File: src/rtl/mem_access_unit_pkg.sv
`default_nettype none
// ============================================================================
//  Module      : mem_access_unit_pkg
//  Description : Shared instruction constants and helpers for the load/store
//                path. The LDW/SDW values mirror the shared def.v opcodes.
//  Revision    : 1.0 - initial release
// ============================================================================
package mem_access_unit_pkg;

   localparam logic [5:0] c_OP_ADD = 6'h00;
   localparam logic [5:0] c_OP_LDW = 6'h23;
   localparam logic [5:0] c_OP_SDW = 6'h2B;

   // True for the only two opcodes that touch data memory
   function automatic logic f_is_mem_op(input logic [5:0] op);
      return (op == c_OP_LDW) || (op == c_OP_SDW);
   endfunction

endpackage
`default_nettype wire

File: src/rtl/mem_access_unit_counter.sv
`default_nettype none
// ============================================================================
//  Module      : access_timeout_counter
//  Description : Counts request cycles that go by without an acknowledge.
//                expired flags the cycle in which the count reaches TIMEOUT,
//                so the owner can abort on that same edge and mem_req stays
//                high for exactly TIMEOUT cycles.
//  Revision    : 1.0 - initial release
// ============================================================================
module access_timeout_counter #(
   parameter int TIMEOUT = 255
) (
   input  logic clk,
   input  logic rst_n,
   input  logic clear,
   input  logic enable,
   output logic expired
);

   localparam int c_CNT_W = $clog2(TIMEOUT + 1);

   logic [c_CNT_W-1:0] r_count;
   logic [c_CNT_W-1:0] w_count_next;

   assign w_count_next = r_count + c_CNT_W'(1);
   assign expired      = enable && (w_count_next == c_CNT_W'(TIMEOUT));

   // Clear has priority so a fresh access always starts from zero
   always_ff @(posedge clk) begin
      if (!rst_n) begin
         r_count <= '0;
      end else if (clear) begin
         r_count <= '0;
      end else if (enable) begin
         r_count <= w_count_next;
      end
   end

endmodule
`default_nettype wire

File: src/rtl/mem_access_unit.sv
`default_nettype none
// ============================================================================
//  Module      : mem_access_unit
//  Description : Executes LDW/SDW data-memory accesses over a req/ack
//                handshake, stalls the pipeline while outstanding, and
//                reports completion (done) or failure (err) with pulses.
//  Revision    : 1.0 - initial release
// ============================================================================
module mem_access_unit
   import mem_access_unit_pkg::*;
#(
   parameter int ADDR_W  = 32,
   parameter int DATA_W  = 32,
   parameter int TIMEOUT = 255
) (
   input  logic              clk,
   input  logic              rst_n,
   input  logic              start,
   input  logic [5:0]        opcode,
   input  logic [ADDR_W-1:0] addr,
   input  logic [DATA_W-1:0] wdata,
   output logic              busy,
   output logic              done,
   output logic [DATA_W-1:0] rdata,
   output logic              err,
   output logic              mem_req,
   output logic              mem_we,
   output logic [ADDR_W-1:0] mem_addr,
   output logic [DATA_W-1:0] mem_wdata,
   input  logic [DATA_W-1:0] mem_rdata,
   input  logic              mem_ack
);

   localparam logic [1:0] c_ST_IDLE   = 2'd0;
   localparam logic [1:0] c_ST_ACCESS = 2'd1;
   localparam logic [1:0] c_ST_DONE   = 2'd2;

   logic [1:0]        r_state;
   logic              r_err;
   logic              r_we;
   logic [ADDR_W-1:0] r_addr;
   logic [DATA_W-1:0] r_wdata;
   logic [DATA_W-1:0] r_rdata;

   logic w_mem_op;
   logic w_accept;
   logic w_misalign;
   logic w_in_access;
   logic w_expired;

   assign w_mem_op    = start && f_is_mem_op(opcode);
   assign w_accept    = (r_state == c_ST_IDLE) && w_mem_op && (addr[1:0] == 2'b00);
   assign w_misalign  = (r_state == c_ST_IDLE) && w_mem_op && (addr[1:0] != 2'b00);
   assign w_in_access = (r_state == c_ST_ACCESS);

   access_timeout_counter #(
      .TIMEOUT (TIMEOUT)
   ) u_timeout (
      .clk     (clk),
      .rst_n   (rst_n),
      .clear   (w_accept),
      .enable  (w_in_access && !mem_ack),
      .expired (w_expired)
   );

   // Access sequencing: latch the request, wait for ack or timeout, then retire
   always_ff @(posedge clk) begin
      if (!rst_n) begin
         r_state <= c_ST_IDLE;
         r_err   <= 1'b0;
         r_we    <= 1'b0;
         r_addr  <= '0;
         r_wdata <= '0;
         r_rdata <= '0;
      end else begin
         r_err <= 1'b0;
         case (r_state)
            c_ST_IDLE: begin
               if (w_accept) begin
                  r_addr  <= addr;
                  r_wdata <= wdata;
                  r_we    <= (opcode == c_OP_SDW);
                  r_state <= c_ST_ACCESS;
               end else if (w_misalign) begin
                  r_err <= 1'b1;
               end
            end
            c_ST_ACCESS: begin
               // Ack wins over an expiry landing in the same cycle
               if (mem_ack) begin
                  if (!r_we) begin
                     r_rdata <= mem_rdata;
                  end
                  r_state <= c_ST_DONE;
               end else if (w_expired) begin
                  r_err   <= 1'b1;
                  r_state <= c_ST_IDLE;
               end
            end
            c_ST_DONE: begin
               r_state <= c_ST_IDLE;
            end
            default: begin
               r_state <= c_ST_IDLE;
            end
         endcase
      end
   end

   assign busy      = (r_state != c_ST_IDLE);
   assign done      = (r_state == c_ST_DONE);
   assign err       = r_err;
   assign mem_req   = w_in_access;
   assign mem_we    = r_we;
   assign mem_addr  = r_addr;
   assign mem_wdata = r_wdata;
   assign rdata     = r_rdata;

endmodule
`default_nettype wire

File: config.mk
export PLATFORM = sky130hd
export DESIGN_NAME = mem_access_unit
export DESIGN_NICKNAME = d
export VERILOG_FILES = /design/src/rtl/mem_access_unit_pkg.sv /design/src/rtl/mem_access_unit_counter.sv /design/src/rtl/mem_access_unit.sv
export SDC_FILE = /design/constraint.sdc
export NUM_CORES = 1
export LEC_CHECK = 0
export CAP_MARGIN = 20
export CELL_PAD_IN_SITES_DETAIL_PLACEMENT = 1
export CELL_PAD_IN_SITES_GLOBAL_PLACEMENT = 1
export CORE_MARGIN = 2
export CORE_UTILIZATION = 29
export CTS_CLUSTER_DIAMETER = 30
export DETAILED_ROUTE_END_ITERATION = 8
export PLACE_DENSITY_LB_ADDON = 0.1
export SLEW_MARGIN = 0
export SYNTH_ARGS = -nofsm -noshare
export SYNTH_HDL_FRONTEND = slang
export SYNTH_SLANG_ARGS = --single-unit
File: constraint.sdc
create_clock -name clk -period 2.1 [get_ports clk]
set_input_delay 0.525 -clock clk [delete_from_list [all_inputs] [get_ports clk]]
set_output_delay 0.525 -clock clk [all_outputs]
set_load 0.005 [all_outputs]
==> metrics.md <==
| Metric | Value |
|---|---|
| Die Ht | `125 um` |
| Worst reg-to-reg setup slack | `0.24 ns` |
| Number of warnings issued by yosys | `0` |
| Global placer's final weighted congestion | `0.763` |
| Maximum VDD drop | `347 uV` |
| Part of the power in registers | `0.524` |
| Portion of total power attributed to the clock network | `0.404` |
| Setup slack at placement | `-0.256 ns` |
| Mean instance size in the synthesized netlist | `8.53 um^2` |
| Area of the core | `14400 um^2` |
| Routed wire length per instance | `15.1 um` |
| R2R depth | `6` |
| Cells after synthesis | `499` |
| Post-Route Setup TNS | `0 ns` |
| Final-stage net count | `803` |
| Count of pins over their slew limit | `0` |
| GRT Resource Usage Total | `0.167` |
| Total power | `3.91 mW` |
| Share of the yosys chip area belonging to registers | `0.508` |
| Core Rows | `44` |
| Overall routed net length | `13.4 mm` |
| Post-synth design cell area | `4260 um^2` |
| Overall die area | `15700 um^2` |
| Final HPWL DP | `9.84 mm` |
| Final-report hold violation count | `0` |
| Launch instance of the worst register-to-register path | `u_timeout.r_count[0]` |
| Number of antenna violations at the first check in global routing | `0` |
| Ports placed on the boundary | `207` |
| Max transition margin | `0.789` |
| Via density per instance | `4.56` |
| DP Area | `6520 um^2` |
| Reg-to-reg critical path endpoint | `err` |
| Leak pwr | `2.28 nW` |
| Most instantiated flip-flop cell in the synthesis netlist | `sky130_fd_sc_hd__dfxtp_1` |
| TritonRoute pass-1 iters | `4` |
| Global-route wire length before repair | `21.2 mm` |
| Series of cell instances along the critical path | `nor2_1 -> inv_1 -> clkdlybuf4s50_1` |
| Yosys cell types | `39` |
| Fillers | `1645` |
| Switching fraction of total power | `0.201` |
| HP Class | `flop to flop` |
| CP Max Fanout | `4` |
| Setup bufs post-CTS | `0` |
| TritonCTS clock tree | `done` |
| Share of total power in combinational logic | `0.072` |
| Number of global-route vias before repair | `4203` |
| Number of buffers created by CTS | `9` |
| Setup clock skew after layout | `0.00510 ns` |
| Net switching component of the power | `787 uW` |
| Cell at the slowest stage of the critical path | `sky130_fd_sc_hd__clkdlybuf4s50_1` |
| Net count after synthesis | `607` |
| Largest net degree at the start of global routing | `67` |
| Diodes inserted | `0` |
| Count of flip-flops with a built-in enable after synthesis | `0` |
| Part of the cycle the worst path needs | `0.945` |
| Flop and latch count out of synthesis | `108` |
| Worst Setup Path Type | `flop to output pin` |
| Initial standard-cell utilization of the core | `0.295` |
| Port Buffer Count | `206` |
| Detailed router's first-iteration violation count | `145` |
| Via count | `4029` |
| Post-route DRC violation count | `0` |
| RSZ-0062 raised after global routing | `no` |
| Buffer cell driving the clock tree root | `sky130_fd_sc_hd__clkbuf_16` |
| Hold path depth | `2` |
| Global-route congestion overflow total | `0` |
| F_max | `0.504 GHz` |
| CTS max path bufs | `2` |
| Required time of the worst setup path | `1.57 ns` |
| End point of the worst hold path | `mem_addr[13]` |
| Hold Worst Slack | `0.453 ns` |
| Slew at the pin with the worst max-slew slack | `0.316 ns` |
| Antenna-violating nets left | `0` |
| Clock transition at the registers of the reported paths | `0.07 ns` |
| Signal arrival time at the worst endpoint | `1.46 ns` |
| PnR worst setup slack | `0.116 ns` |
| Fraction of layout cells with a size suffix above 1 | `0.0501` |
| Share of flip-flops with an asynchronous set or reset after synthesis | `0` |
| Final setup violation count | `0` |
| Level count of the clock H-tree | `3` |
| Post-synthesis to final-layout area growth | `59.7%` |
| CTS sink cnt | `108` |
| Critical path startpoint category | `flop` |
| Run status | `complete, no violations` |
| Delay contributed by the slowest stage of the critical path | `0.46 ns` |
| Min Tclk post-route | `1.98 ns` |
| Pwr Density | `576 nW/um^2` |
| Number of maximum-capacitance violations | `0` |
| Die outline width | `125 um` |
| Endpoint kind of the worst setup timing path | `output pin` |
| Pint | `3.13 mW` |
| Final instance area | `6800 um^2` |
| Clock latency on the worst-skew pair | `0.34 ns` |
| Beginning of the worst hold path | `mem_addr[13]` |
==> cells by family after synthesis <==
group	share of synthesized area
adder cells (fa/ha/maj)	0.00588
AO/OA/AOI/OAI	0.183
flip-flops	0.508
AND/OR/NAND/NOR	0.236
XOR/XNOR	0.0144
buffers and inverters	0.0526
==> per-layer routing <==
layer  global-route usage  vias up  routed length [um]
met2                0.294      123                6520
met5                    0        -                   0
met1                0.196     1894                5790
li1                     -     2003                   -
met3               0.0578        9                 881
met4               0.0412        0                 168
==> worst max-delay path by stage <==
stage,slack (ns),to,from,cells past startpoint
after CTS,0.06,mem_req,r_state[0],2
after global placement,-0.12,mem_addr[4],opcode[4],7
final,0.12,busy,r_state[1],3
after floorplan,0.26,mem_addr[0],opcode[4],6
after global routing,0.04,done,r_state[1],3
after detailed placement,-0.26,mem_wdata[6],opcode[4],8
==> sequential cells by signal (all words and copies together), names as in the netlist <==
register and flops:
mem_addr 32, mem_wdata 32, rdata 32, u_timeout.r_count 8, r_state 2, err 1, mem_we 1
==> cells in the final DEF, fill, tap and decap left out, drive strengths merged, types with 3 or more instances in the layout <==
cell and instances:
a21boi 95, a21oi 3, and3 4, buf 14, clkbuf 14, clkdlybuf4s50 205, dfxtp 108, inv 4
nand2 200, nand3 4, nor2 13, nor3b 3, xor2 5
==> power groups by stage <==
| stage | Combinational (mW) | Clock, mW | Sequential, mW |
|---|---|---|---|
| after CTS | 0.284 | 1.66 | 2.05 |
| final | 0.280 | 1.58 | 2.05 |
| after detailed placement | 0.281 | 0 | 2.10 |
| after global routing | 0.298 | 1.73 | 2.05 |
| after floorplan | 0.0528 | 0 | 2.10 |
| after global placement | 0.282 | 0 | 2.10 |
==> what timing repair did <==
| action | in CTS | in global routing |
|---|---|---|
| hold buffers | 0 | 0 |
| gates resized for setup | 0 | 2 |
| endpoints found under the hold margin | 0 | 0 |
| setup endpoints to repair | 0 | 2 |
==> synth_stat cells (2+ instances only) <==
cell type / n / area, um^2
sky130_fd_sc_hd__a21oi_1: 3 / 15.0
sky130_fd_sc_hd__inv_1: 4 / 15.0
sky130_fd_sc_hd__clkbuf_1: 21 / 78.8
sky130_fd_sc_hd__nand3_1: 4 / 20.0
sky130_fd_sc_hd__buf_6: 10 / 113
sky130_fd_sc_hd__buf_2: 2 / 10.0
sky130_fd_sc_hd__nand2_1: 200 / 751
sky130_fd_sc_hd__a21boi_0: 79 / 593
sky130_fd_sc_hd__nor2b_1: 2 / 12.5
sky130_fd_sc_hd__and3_1: 4 / 25.0
sky130_fd_sc_hd__ha_1: 2 / 25.0
sky130_fd_sc_hd__nor2_1: 13 / 48.8
sky130_fd_sc_hd__a21boi_1: 16 / 120
sky130_fd_sc_hd__xor2_1: 5 / 43.8
sky130_fd_sc_hd__nor3b_1: 2 / 15.0
sky130_fd_sc_hd__xnor2_1: 2 / 17.5
sky130_fd_sc_hd__dfxtp_1: 108 / 2160
==> worst max-delay path, delay by kind of cell, from the launching register on <==
family | cells | cell delay (ns)
simple gates | 1 | 0.24
flops | 1 | 0.35
buf+inv | 2 | 0.53
==> layout make-up <==
cell class / count / area (um^2) / share of cell area
timing repair buffer: 219 / 2240 / 0.330
sequential: 108 / 2160 / 0.318
multi-input combinational: 353 / 1880 / 0.276
clock buffer: 14 / 264 / 0.0388
tap: 184 / 230 / 0.0339
inverter: 4 / 15.0 / 0.00221
clock inverter: 1 / 7.51 / 0.00110
==> stage by stage <==
stage                     cells   util
after global placement      868  0.452
after detailed placement    868  0.452
final                       883  0.471
after global routing        883  0.471
after floorplan             499      -
after CTS                   883  0.471
Note: power is estimated with default switching activity, not from simulation.
